File: src/rtl/memory_stage.sv
// ---------------------------------------------------------------------------
// memory_stage
//
// Memory-access stage of the RV64 in-order pipeline. It sits between the
// execute-to-memory register and the memory-to-writeback register.
//
// Each instruction performs at most one load or store over a valid/ready
// data bus. Load data is aligned and extended here. The stage presents a
// registered result to writeback, and holds `stall` high while a bus
// transaction is outstanding.
//
// Ports
//   clk, resetn          : clock, asynchronous active-low reset
//   in_*                 : instruction fields from the execute stage
//   dreq_*               : data-bus request (valid, addr, size, strobe, data)
//   dresp_*              : data-bus response (addr_ok, data_ok, read data)
//   stall                : stage busy, upstream must hold
//   out_valid/pc/result  : registered result towards writeback
//   misalign             : registered misaligned-access flag
// ---------------------------------------------------------------------------
module memory_stage #(
  parameter int ADDR_W = 64
) (
  input  logic              clk,
  input  logic              resetn,
  input  logic              in_valid,
  input  logic [63:0]       in_pc,
  input  logic [63:0]       in_alu_out,
  input  logic              in_mem_read,
  input  logic              in_mem_write,
  input  logic [1:0]        in_msize,
  input  logic              in_mem_unsigned,
  input  logic [63:0]       in_store_data,
  output logic              dreq_valid,
  output logic [ADDR_W-1:0] dreq_addr,
  output logic [1:0]        dreq_size,
  output logic [7:0]        dreq_strobe,
  output logic [63:0]       dreq_data,
  input  logic              dresp_addr_ok,
  input  logic              dresp_data_ok,
  input  logic [63:0]       dresp_data,
  output logic              stall,
  output logic              out_valid,
  output logic [63:0]       out_pc,
  output logic [63:0]       out_result,
  output logic              misalign
);

  typedef enum logic [1:0] {S_IDLE, S_REQ, S_WAIT} state_e;

  state_e state_q, state_d;

  // Request registers: they drive the bus directly, so the request stays
  // stable for as long as the FSM sits in REQ.
  logic [ADDR_W-1:0] req_addr_q, req_addr_d;
  logic [1:0]        req_size_q, req_size_d;
  logic [7:0]        req_strobe_q, req_strobe_d;
  logic [63:0]       req_data_q, req_data_d;
  logic              req_unsigned_q, req_unsigned_d;
  logic              req_is_load_q, req_is_load_d;
  logic [63:0]       req_pc_q, req_pc_d;

  logic              out_valid_q, out_valid_d;
  logic [63:0]       out_pc_q, out_pc_d;
  logic [63:0]       out_result_q, out_result_d;
  logic              misalign_q, misalign_d;

  logic              is_mem;
  logic              addr_mis;
  logic              accept;
  logic              finish;
  logic [7:0]        size_mask;
  logic [63:0]       load_shifted;
  logic [63:0]       load_ext;

  // ---------------- decode of the incoming instruction ----------------
  assign is_mem = in_mem_read | in_mem_write;
  assign accept = (state_q == S_IDLE) && in_valid;

  always_comb begin
    addr_mis  = 1'b0;
    size_mask = 8'h01;
    case (in_msize)
      2'd0: begin addr_mis = 1'b0;              size_mask = 8'h01; end
      2'd1: begin addr_mis = in_alu_out[0];     size_mask = 8'h03; end
      2'd2: begin addr_mis = |in_alu_out[1:0];  size_mask = 8'h0F; end
      default: begin addr_mis = |in_alu_out[2:0]; size_mask = 8'hFF; end
    endcase
  end

  // A response completes the instruction either together with the address
  // handshake in REQ, or on its own in WAIT. A data_ok in IDLE, or in REQ
  // without addr_ok, does not complete anything.
  assign finish = ((state_q == S_REQ) && dresp_addr_ok && dresp_data_ok) ||
                  ((state_q == S_WAIT) && dresp_data_ok);

  // ---------------- load alignment and extension ----------------
  assign load_shifted = dresp_data >> {req_addr_q[2:0], 3'b000};

  always_comb begin
    load_ext = load_shifted;
    case (req_size_q)
      2'd0: load_ext = req_unsigned_q ? {56'd0, load_shifted[7:0]}
                                      : {{56{load_shifted[7]}}, load_shifted[7:0]};
      2'd1: load_ext = req_unsigned_q ? {48'd0, load_shifted[15:0]}
                                      : {{48{load_shifted[15]}}, load_shifted[15:0]};
      2'd2: load_ext = req_unsigned_q ? {32'd0, load_shifted[31:0]}
                                      : {{32{load_shifted[31]}}, load_shifted[31:0]};
      default: load_ext = load_shifted;
    endcase
  end

  // ---------------- FSM: state register ----------------
  always_ff @(posedge clk or negedge resetn) begin
    if (!resetn) state_q <= S_IDLE;
    else         state_q <= state_d;
  end

  // ---------------- FSM: next state ----------------
  always_comb begin
    state_d = state_q;
    case (state_q)
      S_IDLE: if (accept && is_mem && !addr_mis) state_d = S_REQ;
      S_REQ:  if (dresp_addr_ok) state_d = dresp_data_ok ? S_IDLE : S_WAIT;
      S_WAIT: if (dresp_data_ok) state_d = S_IDLE;
      default: state_d = S_IDLE;
    endcase
  end

  // ---------------- FSM: outputs ----------------
  always_comb begin
    dreq_valid = 1'b0;
    stall      = 1'b0;
    case (state_q)
      S_REQ:  begin dreq_valid = 1'b1; stall = 1'b1; end
      S_WAIT: begin dreq_valid = 1'b0; stall = ~dresp_data_ok; end
      default: begin dreq_valid = 1'b0; stall = 1'b0; end
    endcase
  end

  // ---------------- datapath next values ----------------
  always_comb begin
    req_addr_d     = req_addr_q;
    req_size_d     = req_size_q;
    req_strobe_d   = req_strobe_q;
    req_data_d     = req_data_q;
    req_unsigned_d = req_unsigned_q;
    req_is_load_d  = req_is_load_q;
    req_pc_d       = req_pc_q;
    out_valid_d    = 1'b0;
    out_pc_d       = out_pc_q;
    out_result_d   = out_result_q;
    misalign_d     = 1'b0;

    if (accept) begin
      if (!is_mem || addr_mis) begin
        // Completes in one cycle without touching the bus.
        out_valid_d  = 1'b1;
        out_pc_d     = in_pc;
        out_result_d = is_mem ? 64'd0 : in_alu_out;
        misalign_d   = is_mem;
      end else begin
        req_addr_d     = in_alu_out[ADDR_W-1:0];
        req_size_d     = in_msize;
        req_strobe_d   = in_mem_write ? (size_mask << in_alu_out[2:0]) : 8'h00;
        req_data_d     = in_store_data << {in_alu_out[2:0], 3'b000};
        req_unsigned_d = in_mem_unsigned;
        req_is_load_d  = in_mem_read;
        req_pc_d       = in_pc;
      end
    end

    if (finish) begin
      out_valid_d  = 1'b1;
      out_pc_d     = req_pc_q;
      out_result_d = req_is_load_q ? load_ext : 64'(req_addr_q);
    end
  end

  // ---------------- datapath registers ----------------
  always_ff @(posedge clk or negedge resetn) begin
    if (!resetn) begin
      req_addr_q     <= '0;
      req_size_q     <= 2'd0;
      req_strobe_q   <= 8'h00;
      req_data_q     <= 64'd0;
      req_unsigned_q <= 1'b0;
      req_is_load_q  <= 1'b0;
      req_pc_q       <= 64'd0;
      out_valid_q    <= 1'b0;
      out_pc_q       <= 64'd0;
      out_result_q   <= 64'd0;
      misalign_q     <= 1'b0;
    end else begin
      req_addr_q     <= req_addr_d;
      req_size_q     <= req_size_d;
      req_strobe_q   <= req_strobe_d;
      req_data_q     <= req_data_d;
      req_unsigned_q <= req_unsigned_d;
      req_is_load_q  <= req_is_load_d;
      req_pc_q       <= req_pc_d;
      out_valid_q    <= out_valid_d;
      out_pc_q       <= out_pc_d;
      out_result_q   <= out_result_d;
      misalign_q     <= misalign_d;
    end
  end

  assign dreq_addr   = req_addr_q;
  assign dreq_size   = req_size_q;
  assign dreq_strobe = req_strobe_q;
  assign dreq_data   = req_data_q;
  assign out_valid   = out_valid_q;
  assign out_pc      = out_pc_q;
  assign out_result  = out_result_q;
  assign misalign    = misalign_q;

endmodule

File: config.mk
export PLATFORM = sky130hd
export DESIGN_NAME = memory_stage
export DESIGN_NICKNAME = d
export VERILOG_FILES = /design/src/rtl/memory_stage.sv
export SDC_FILE = /design/constraint.sdc
export NUM_CORES = 1
export LEC_CHECK = 0
export ABC_AREA = 1
export ABC_CLOCK_PERIOD_IN_PS = 4400
export CAP_MARGIN = 20
export CORE_MARGIN = 10
export CORE_UTILIZATION = 30
export CTS_BUF_LIST = sky130_fd_sc_hd__clkbuf_8
export CTS_CLUSTER_SIZE = 28
export DETAILED_ROUTE_END_ITERATION = 8
export SLEW_MARGIN = 5
export SYNTH_ARGS = -nofsm -noshare
export SYNTH_HDL_FRONTEND = slang
export SYNTH_SLANG_ARGS = --single-unit
File: constraint.sdc
create_clock -name clk -period 4.4 [get_ports clk]
set_clock_uncertainty 0.2 [all_clocks]
set_input_delay 0.88 -clock clk [delete_from_list [all_inputs] [get_ports clk]]
set_output_delay 0.88 -clock clk [all_outputs]
set_load 0.01 [all_outputs]
==> results of run 1 <==
## report_power, final
part           leakage, nW  internal (mW)  switching, mW  total (mW)
clock                0.783           1.80           1.46        3.26
sequential            4.08           4.56           1.01        5.57
combinational         7.22           3.87           5.17        9.04
total                 12.1           10.2           7.64        17.9
## registers in the layout (all words and copies together), names as in the netlist
name            cells
dreq_addr          64
dreq_data          64
out_pc             64
out_result         64
req_pc_q           64
dreq_strobe         8
dreq_size           2
state_q             2
misalign            1
out_valid           1
req_is_load_q       1
req_unsigned_q      1
## synthesized netlist by cell type, drive strengths merged, types with 4 or more instances
| library cell | instances |
|---|---|
| nand2 | 988 |
| dfrtp | 336 |
| nor2 | 303 |
| o21ai | 217 |
| nand3 | 167 |
| inv | 131 |
| clkbuf | 100 |
| a21oi | 97 |
| buf | 94 |
| a31oi | 82 |
| o211ai | 38 |
| nand4 | 31 |
| nor3 | 14 |
| o31ai | 5 |
| a22o | 4 |
| a22oi | 4 |
| clkinv | 4 |
| ha | 4 |
## stage by stage
step,instances,worst slack (ns)
after floorplan,2634,1.96
after global placement,3807,0.977
after detailed placement,3807,0.915
after CTS,3923,1.02
after global routing,3933,0.941
final,3935,1.09
## worst paths after layout
| check | cells past startpoint | slack [ns] | end |
|---|---|---|---|
| max | 2 | 1.09 | dreq_addr[0] |
| min | 1 | 0.04 | dreq_data[37] |
| max reg2reg | 11 | 1.57 | out_result[17] |
| min reg2reg | 2 | 0.27 | req_pc_q[13] |
| max in group asynchronous | 2 | 3.01 | out_pc[7] |
| min in group clk | 2 | 0.27 | req_pc_q[13] |
## critical path, delay by kind of cell (launching register included)
family,cells,cell delay (ns)
flip-flops,1,0.36
buffers and inverters,2,1.25
## routing by layer
metal	routed length [um]	global-route usage, %	vias up
met5	74	0	-
met4	2740	8.99	12
met3	7670	7.07	133
met2	37900	34.7	773
met1	32600	27.2	9137
li1	-	-	9468
## layout make-up
| type | count | share of cell area, % |
|---|---|---|
| clock inverter | 37 | 0.936 |
| sequential | 336 | 32.6 |
| antenna | 12 | 0.116 |
| timing repair buffer | 577 | 22.6 |
| inverter | 135 | 2.03 |
| tap | 790 | 3.83 |
| clock buffer | 79 | 4.22 |
| multi-input combinational | 1969 | 33.6 |
## logic make-up after synthesis
group	after synthesis	share of synthesized area (%)
simple gates	1506	32.5
mux	2	0.108
compound gates	457	13.9
buf+inv	329	7.89
fa+ha+maj	4	0.270
flops	336	45.4
==> results.json, run 1 <==
{
  "status": "completed",
  "period_minus_slack_ns": 3.31,
  "clock_latency_ns": 0.64,
  "numCtsBuffers": 66,
  "async_reset_ff_share_pct": 100,
  "grt.overflow.total": 0,
  "fp.dieW_um": 269,
  "drt_iter0_drc": 1929,
  "syn_nets": 2904,
  "synth_area_per_cell_sq_um": 7.04,
  "dp_hpwl_mm": 58.6,
  "crit_path_start_kind": "register",
  "synth_edf_count": 0,
  "critPathLaunch": "dreq_addr[0]",
  "synthCells": 2634,
  "post_drt_wl_per_cell_um": 20.6,
  "htree_levels": 3,
  "cts_buffer_depth": 3,
  "drive_gt1_share_pct": 4.98,
  "die_area_sq_um": 72100,
  "grt_pass1_vias": 18860,
  "ff_latch_area_sq_um": 8410,
  "grt_usage_pct": 21.9,
  "viasPerCell": 4.96,
  "final_core_util_pct": 41.9,
  "cts_sinks": 336,
  "syn_to_final_growth_pct": 39.2,
  "routed_wl_mm": 81.0,
  "hold_ws_ns": 0.0419,
  "synth_warnings": 0,
  "powerDensity_nw_per_um2": 693,
  "setup_violations": 0,
  "critical_path_arrival_ns": 2.23,
  "final_common_cell": "nand2_1",
  "cts_resized": 0,
  "grt_start_max_net_pins": 96,
  "crit_type": "register to output pin",
  "reg2reg_from": "dreq_addr[0]",
  "crit_chain": "buf_4 -> clkdlybuf4s50_1",
  "power_mw": 17.9,
  "ys_ff_latch": 336,
  "die_y_um": 269,
  "io_pins": 536,
  "final_cell_mix": "nand2_1, clkdlybuf4s50_1, dfrtp_1",
  "grt_pass1_wl_mm": 121,
  "hold_buffers": 0,
  "cts_root_buf": "clkbuf_8",
  "path_clk_slew_ns": 0.06,
  "ys.flop_type": "dfrtp_1",
  "slew_headroom_pct": 43.0,
  "cpPeakStageDelay_ns": 0.70,
  "slew_viol_final": 0,
  "final.setup.tns_ns": 0,
  "endpoint_kind": "output pin",
  "core_sq_um": 61500,
  "postPlaceCellArea_sq_um": 24400,
  "route.detailed.drc": 0,
  "final_cell_area_sq_um": 25800,
  "fillers": 6399,
  "num_vias": 19523,
  "multi_input_area_sq_um": 8670,
  "yosysTopAreaCellShare_pct": 45.4,
  "antenna_found_initial": 21,
  "fin_crit_sh_pct": 75.3,
  "netlist_area_sq_um": 18500,
  "vdd_drop_max_v": 0.000265,
  "port_buffers": 535,
  "finalHoldViolations": 0,
  "start_util_pct": 30.1,
  "ant_nets": 0,
  "post_cts_buffers": 0,
  "cts_tree": "done",
  "gp_congestion": 0.926,
  "fin_nets": 3355,
  "rows": 91,
  "path_max_fanout": 64,
  "yosys.area.top_type": "dfrtp_1",
  "dr.pass1.iters": 6,
  "tightest_slew_ns": 0.855,
  "rsz0062_at_grt": "false",
  "yosys.cell_types.count": 42,
  "cp_slowest_cell": "clkdlybuf4s50_1",
  "hold_class": "input port to async pin",
  "synth_area_leaders": "dfrtp_1, nand2_1, nor2_1",
  "critPathRequiredTime_ns": 3.32,
  "ys_seq_area_share_pct": 45.4,
  "cap_violations": 0,
  "fmaxAchievable_ghz": 0.302,
  "power.leakage_nw": 12.1
}
No activity file was read; power rests on OpenSTA's default activity.
==> inputs of run 2 (changes only) <==
--- a/config.mk
+++ b/config.mk
@@ -6,7 +6,7 @@
 export NUM_CORES = 1
 export LEC_CHECK = 0
 export ABC_AREA = 1
-export ABC_CLOCK_PERIOD_IN_PS = 4400
+export ABC_CLOCK_PERIOD_IN_PS = 3300
 export CAP_MARGIN = 20
 export CORE_MARGIN = 10
 export CORE_UTILIZATION = 30
==> constraint.sdc (replaced) <==
create_clock -name clk -period 3.3 [get_ports clk]
set_clock_uncertainty 0.2 [all_clocks]
set_input_delay 0.66 -clock clk [delete_from_list [all_inputs] [get_ports clk]]
set_output_delay 0.66 -clock clk [all_outputs]
set_load 0.01 [all_outputs]
==> run 2 against run 1 <==
Net effect: via count down 0.47%; routed wire length hardly changed; largest power group unchanged; sequential cell count unchanged; cell area rose by 1.1%.
==> results.json, run 2 (synthesized netlist as in run 1, its figures left out) <==
{
  "path_max_fanout": 3,
  "endpoint_kind": "output pin",
  "critPathRequiredTime_ns": 2.44,
  "port_buffers": 535,
  "slew_viol_final": 0,
  "drt_iter0_drc": 1791,
  "hold_class": "register to register",
  "cap_violations": 0,
  "routed_wl_mm": 81.0,
  "cts_buffer_depth": 3,
  "setup_violations": 0,
  "antenna_found_initial": 21,
  "r2r-end": "out_result[17]",
  "final_common_cell": "nand2_1",
  "status": "completed",
  "cpMostUsedCell": "inv_1",
  "slew_headroom_pct": 57.1,
  "crit_type": "register to output pin",
  "fmaxAchievable_ghz": 0.333,
  "grt_pass1_wl_mm": 122,
  "cp_top_family": "buffers and inverters",
  "ant_nets": 0,
  "dr.pass1.iters": 5,
  "io_pins": 536,
  "rows": 91,
  "fin_crit_sh_pct": 91.0,
  "grt_usage_pct": 22.1,
  "cp_slowest_cell": "clkdlybuf4s50_1",
  "critical_path_arrival_ns": 2.14,
  "reg2reg_from": "dreq_addr[0]",
  "cts_tree": "done",
  "die_y_um": 269,
  "grt.overflow.total": 0,
  "htree_levels": 3,
  "reg2reg_setup_slack_ns": 0.64,
  "cp_num_buf_inv": 3,
  "start_util_pct": 30.1,
  "period_minus_slack_ns": 3.00,
  "grt_start_max_net_pins": 101,
  "core_sq_um": 61500,
  "rsz0062_at_grt": "false",
  "tightest_slew_ns": 0.644,
  "die_area_sq_um": 72100,
  "viasPerCell": 4.91,
  "finalHoldViolations": 0,
  "hold_start": "req_pc_q[21]",
  "whs_path_depth": 2,
  "syn_to_final_growth_pct": 40.7,
  "crit_chain": "inv_1 -> ha_1 -> inv_1 -> nor2_1 -> o21a_1 -> clkdlybuf4s50_1",
  "fin_ws_ns": 0.297,
  "ff2ff_path_depth": 11,
  "cts_sinks": 336,
  "fin_nets": 3377,
  "gp_congestion": 0.922,
  "min_delay_worst_endpoint": "req_pc_q[21]",
  "cts_resized": 0,
  "hold_buffers": 1,
  "cts_root_buf": "clkbuf_8",
  "num_vias": 19431,
  "powerDensity_nw_per_um2": 918,
  "final_cell_mix": "nand2_1, clkdlybuf4s50_1, dfrtp_1",
  "crit_path_start_kind": "register",
  "post_drt_wl_per_cell_um": 20.5,
  "vdd_drop_max_v": 0.000341,
  "post_cts_buffers": 0,
  "pre_cts_slack_ns": 0.295,
  "fp.dieW_um": 269,
  "grt_pass1_vias": 19198,
  "final.setup.tns_ns": 0,
  "dp_hpwl_mm": 60.4,
  "path_clk_slew_ns": 0.05,
  "clock_latency_ns": 0.64,
  "cpPeakStageDelay_ns": 0.54,
  "numCtsBuffers": 66,
  "drive_gt1_share_pct": 5.74,
  "route.detailed.drc": 0,
  "fillers": 6401,
  "power.leakage_nw": 12.2
}
-- run 2: changes by cell type in the layout (fill, tap and decap cells not counted) --
cell           before  now
inv_1             151  146
dlygate4sd3_1       0    1
clkinvlp_4          1    3
buf_4              29   40
clkbuf_8           79   80
buf_12             13   23
bufinv_16           3    1
inv_6               3    5
clkinv_8            0    1
diode_2            12   16
-- run 2: stage by stage --
step           hold WS [ns]  cell area [sq um]  total power [mW]  util [%]  instances
2_1_floorplan         0.164              18500              13.4         -       2634
3_3_place_gp          0.262              24700              19.7      40.2       3828
3_5_place_dp          0.265              24700              19.8      40.2       3828
4_1_cts               0.227              26000              24.2      42.3       3944
5_1_grt               0.275              26100              25.8      42.4       3956
6_report              0.275              26100              23.9      42.4       3960
-- run 2: worst register-to-register path, cell delays in order (launching register included) --
cell and delay (ns):
dfrtp_2 0.52, inv_2 0.39, nand2_1 0.13, nand3_1 0.13
nand3_1 0.11, nand2_1 0.16, nand2_1 0.15, nand2_1 0.27
inv_1 0.20, nand2_1 0.12, nand2_1 0.07, a21oi_1 0.13
-- run 2: power breakdown --
group	leakage (nW)	total (mW)	switching [mW]	internal, mW
registers	4.08	7.43	1.35	6.08
clock network	0.751	4.25	1.96	2.29
logic	7.37	12.3	6.94	5.32
-- run 2: layout make-up --
class	count	area, sq um	share of cell area (%)
multi-input combinational	1969	8670	33.3
sequential	336	8410	32.3
timing repair buffer	599	6130	23.5
clock buffer	80	1100	4.22
tap	790	988	3.79
inverter	135	523	2.01
clock inverter	35	211	0.811
antenna	16	40.0	0.154
-- run 2: how the worst max path moves through the flow --
stage | startpoint | cells past startpoint | to | slack, ns
2_1_floorplan | in_alu_out[1] | 13 | out_result[39] | 1.08
3_3_place_gp | in_msize[0] | 10 | out_pc[12] | 0.37
3_5_place_dp | in_msize[0] | 10 | out_pc[40] | 0.30
4_1_cts | state_q[0] | 6 | stall | 0.22
5_1_grt | state_q[0] | 6 | stall | 0.10
6_report | state_q[0] | 6 | stall | 0.30
-- run 2: metal layers --
| layer | GRT usage, % | wire length, um | up-vias |
|---|---|---|---|
| met1 | 27.3 | 33300 | 9076 |
| li1 | - | - | 9496 |
| met2 | 35.4 | 38100 | 728 |
| met4 | 8.74 | 2350 | 10 |
| met5 | 0 | 69 | - |
| met3 | 6.83 | 7220 | 121 |
==> inputs of run 3 (changes only) <==
--- a/config.mk
+++ b/config.mk
@@ -13,7 +13,9 @@
 export CTS_BUF_LIST = sky130_fd_sc_hd__clkbuf_8
 export CTS_CLUSTER_SIZE = 28
 export DETAILED_ROUTE_END_ITERATION = 8
+export PLACE_DENSITY = 0.58
 export SLEW_MARGIN = 5
 export SYNTH_ARGS = -nofsm -noshare
 export SYNTH_HDL_FRONTEND = slang
 export SYNTH_SLANG_ARGS = --single-unit
+export TNS_END_PERCENT = 1
==> run 3 against run 2 <==
Net effect: worst setup slack lost 0.089 ns; routed wire length grew 1.2%; global-route usage grew 0.066 points; total power grew 0.11%; first-iteration DRC count grew 9.9%; cell area shrank 0.53%; sequential cell count is the same; largest cell class unchanged.
==> results.json, run 3 (synthesized netlist as in run 1, its figures left out) <==
{
  "routed_wl_mm": 82.0,
  "cts_tree": "done",
  "r2r-end": "out_result[42]",
  "reg2reg_from": "dreq_addr[2]",
  "clock_latency_ns": 0.64,
  "min_delay_worst_endpoint": "dreq_addr[0]",
  "route.detailed.drc": 0,
  "grt_busiest_layer": "met2",
  "tightest_slew_ns": 0.754,
  "io_pins": 536,
  "cts_sinks": 336,
  "ff2ff_path_depth": 9,
  "endpoint_kind": "output pin",
  "slew_viol_final": 0,
  "fin_crit_sh_pct": 93.7,
  "met2_usage_pct": 35.7,
  "post_cts_buffers": 0,
  "setup_violations": 0,
  "vdd_drop_max_v": 0.000368,
  "drive_gt1_share_pct": 5.54,
  "syn_to_final_growth_pct": 40.0,
  "cts_root_buf": "clkbuf_8",
  "use_met1_pct": 26.9,
  "fin_nets": 3369,
  "post_drt_wl_per_cell_um": 20.8,
  "cts_buffer_depth": 3,
  "crit_chain": "inv_1 -> ha_1 -> inv_1 -> nor2_1 -> o21a_1 -> clkdlybuf4s50_1",
  "viasPerCell": 4.92,
  "path_max_fanout": 3,
  "numCtsBuffers": 68,
  "fin_ws_ns": 0.208,
  "final.setup.tns_ns": 0,
  "rows": 91,
  "grt_pass1_wl_mm": 121,
  "critPathRequiredTime_ns": 2.44,
  "pre_cts_slack_ns": 0.0654,
  "cp_num_buf_inv": 3,
  "fp.dieW_um": 269,
  "drt_iter0_drc": 1968,
  "rsz0062_at_grt": "false",
  "core_sq_um": 61500,
  "crit_type": "register to output pin",
  "cap_violations": 0,
  "hold_class": "input port to register",
  "ant_nets": 0,
  "grt_pass1_vias": 19003,
  "start_util_pct": 30.1,
  "gr-usage-met3_pct": 6.54,
  "crit_path_start_kind": "register",
  "cpMostUsedCell": "inv_1",
  "dp_hpwl_mm": 59.7,
  "final_common_cell": "nand2_1",
  "grt_usage_pct": 22.1,
  "path_clk_slew_ns": 0.06,
  "whs_path_depth": 3,
  "reg2reg_setup_slack_ns": 0.52,
  "cts_resized": 0,
  "htree_levels": 3,
  "status": "completed",
  "port_buffers": 535,
  "powerDensity_nw_per_um2": 924,
  "cp_slowest_cell": "clkdlybuf4s50_1",
  "die_area_sq_um": 72100,
  "cp_top_family": "buffers and inverters",
  "dr.pass1.iters": 5,
  "period_minus_slack_ns": 3.09,
  "critical_path_arrival_ns": 2.23,
  "cpPeakStageDelay_ns": 0.56,
  "slew_headroom_pct": 49.7,
  "power.leakage_nw": 12.1,
  "final_cell_mix": "nand2_1, clkdlybuf4s50_1, dfrtp_1",
  "gp_congestion": 0.911,
  "hold_start": "in_alu_out[0]",
  "finalHoldViolations": 0,
  "fmaxAchievable_ghz": 0.323,
  "die_y_um": 269,
  "grt_start_max_net_pins": 126,
  "antenna_found_initial": 19,
  "grt.overflow.total": 0,
  "num_vias": 19440
}
run 3: final cells by class:
class                           count  area (sq um)
Fill cell                        6358         35500
Multi-Input combinational cell   1969          8670
Sequential cell                   336          8410
Timing Repair Buffer              589          5980
Clock buffer                       82          1130
Tap cell                          790           988
Inverter                          135           523
Clock inverter                     32           194
Antenna cell                       17          42.5
run 3: routing by layer:
metal  routed length (um)  vias up
li1                     -     9489
met1                33600     9078
met2                38500      721
met3                 6900      144
met4                 2950        8
met5                   50        -
run 3: worst register-to-register path: cells and delay by family (launching register included):
kind | cells | cell delay, ns
buffers and inverters | 3 | 0.93
flip-flops | 1 | 0.38
AND/OR/NAND/NOR | 5 | 1.07
AO/OA/AOI/OAI | 1 | 0.13
run 3: how the worst max path moves through the flow:
| stage | to | slack [ns] | depth (start not counted) | startpoint |
|---|---|---|---|---|
| final | stall | 0.21 | 6 | state_q[0] |
| after global routing | stall | 0.04 | 6 | state_q[0] |
| after CTS | stall | 0.11 | 6 | state_q[0] |
| after detailed placement | dreq_data[0] | 0.07 | 10 | in_alu_out[1] |
| after global placement | dreq_strobe[0] | 0.13 | 10 | in_alu_out[1] |
| after floorplan | out_result[39] | 1.08 | 13 | in_alu_out[1] |
run 3: what timing repair did:
action | in CTS | in global routing
endpoints found under the setup margin | 0 | 0
hold buffers | 1 | 0
endpoints found under the hold margin | 57 | 0
run 3: report_power, final:
group / switching, mW / internal [mW]
combinational: 6.97 / 5.27
clock: 1.97 / 2.34
sequential: 1.34 / 6.08
run 3: through the flow:
stage | std cells | util (%) | cell area, sq um | total power [mW] | hold WS (ns)
global route | 3947 | 42.2 | 25900 | 25.7 | 0.185
CTS | 3933 | 42.1 | 25900 | 24.2 | 0.141
floorplan | 2634 | - | 18500 | 13.4 | 0.164
detailed placement | 3818 | 39.9 | 24600 | 19.7 | 0.265
global placement | 3818 | 39.9 | 24600 | 19.7 | 0.261
finish | 3950 | 42.2 | 25900 | 24.0 | 0.210
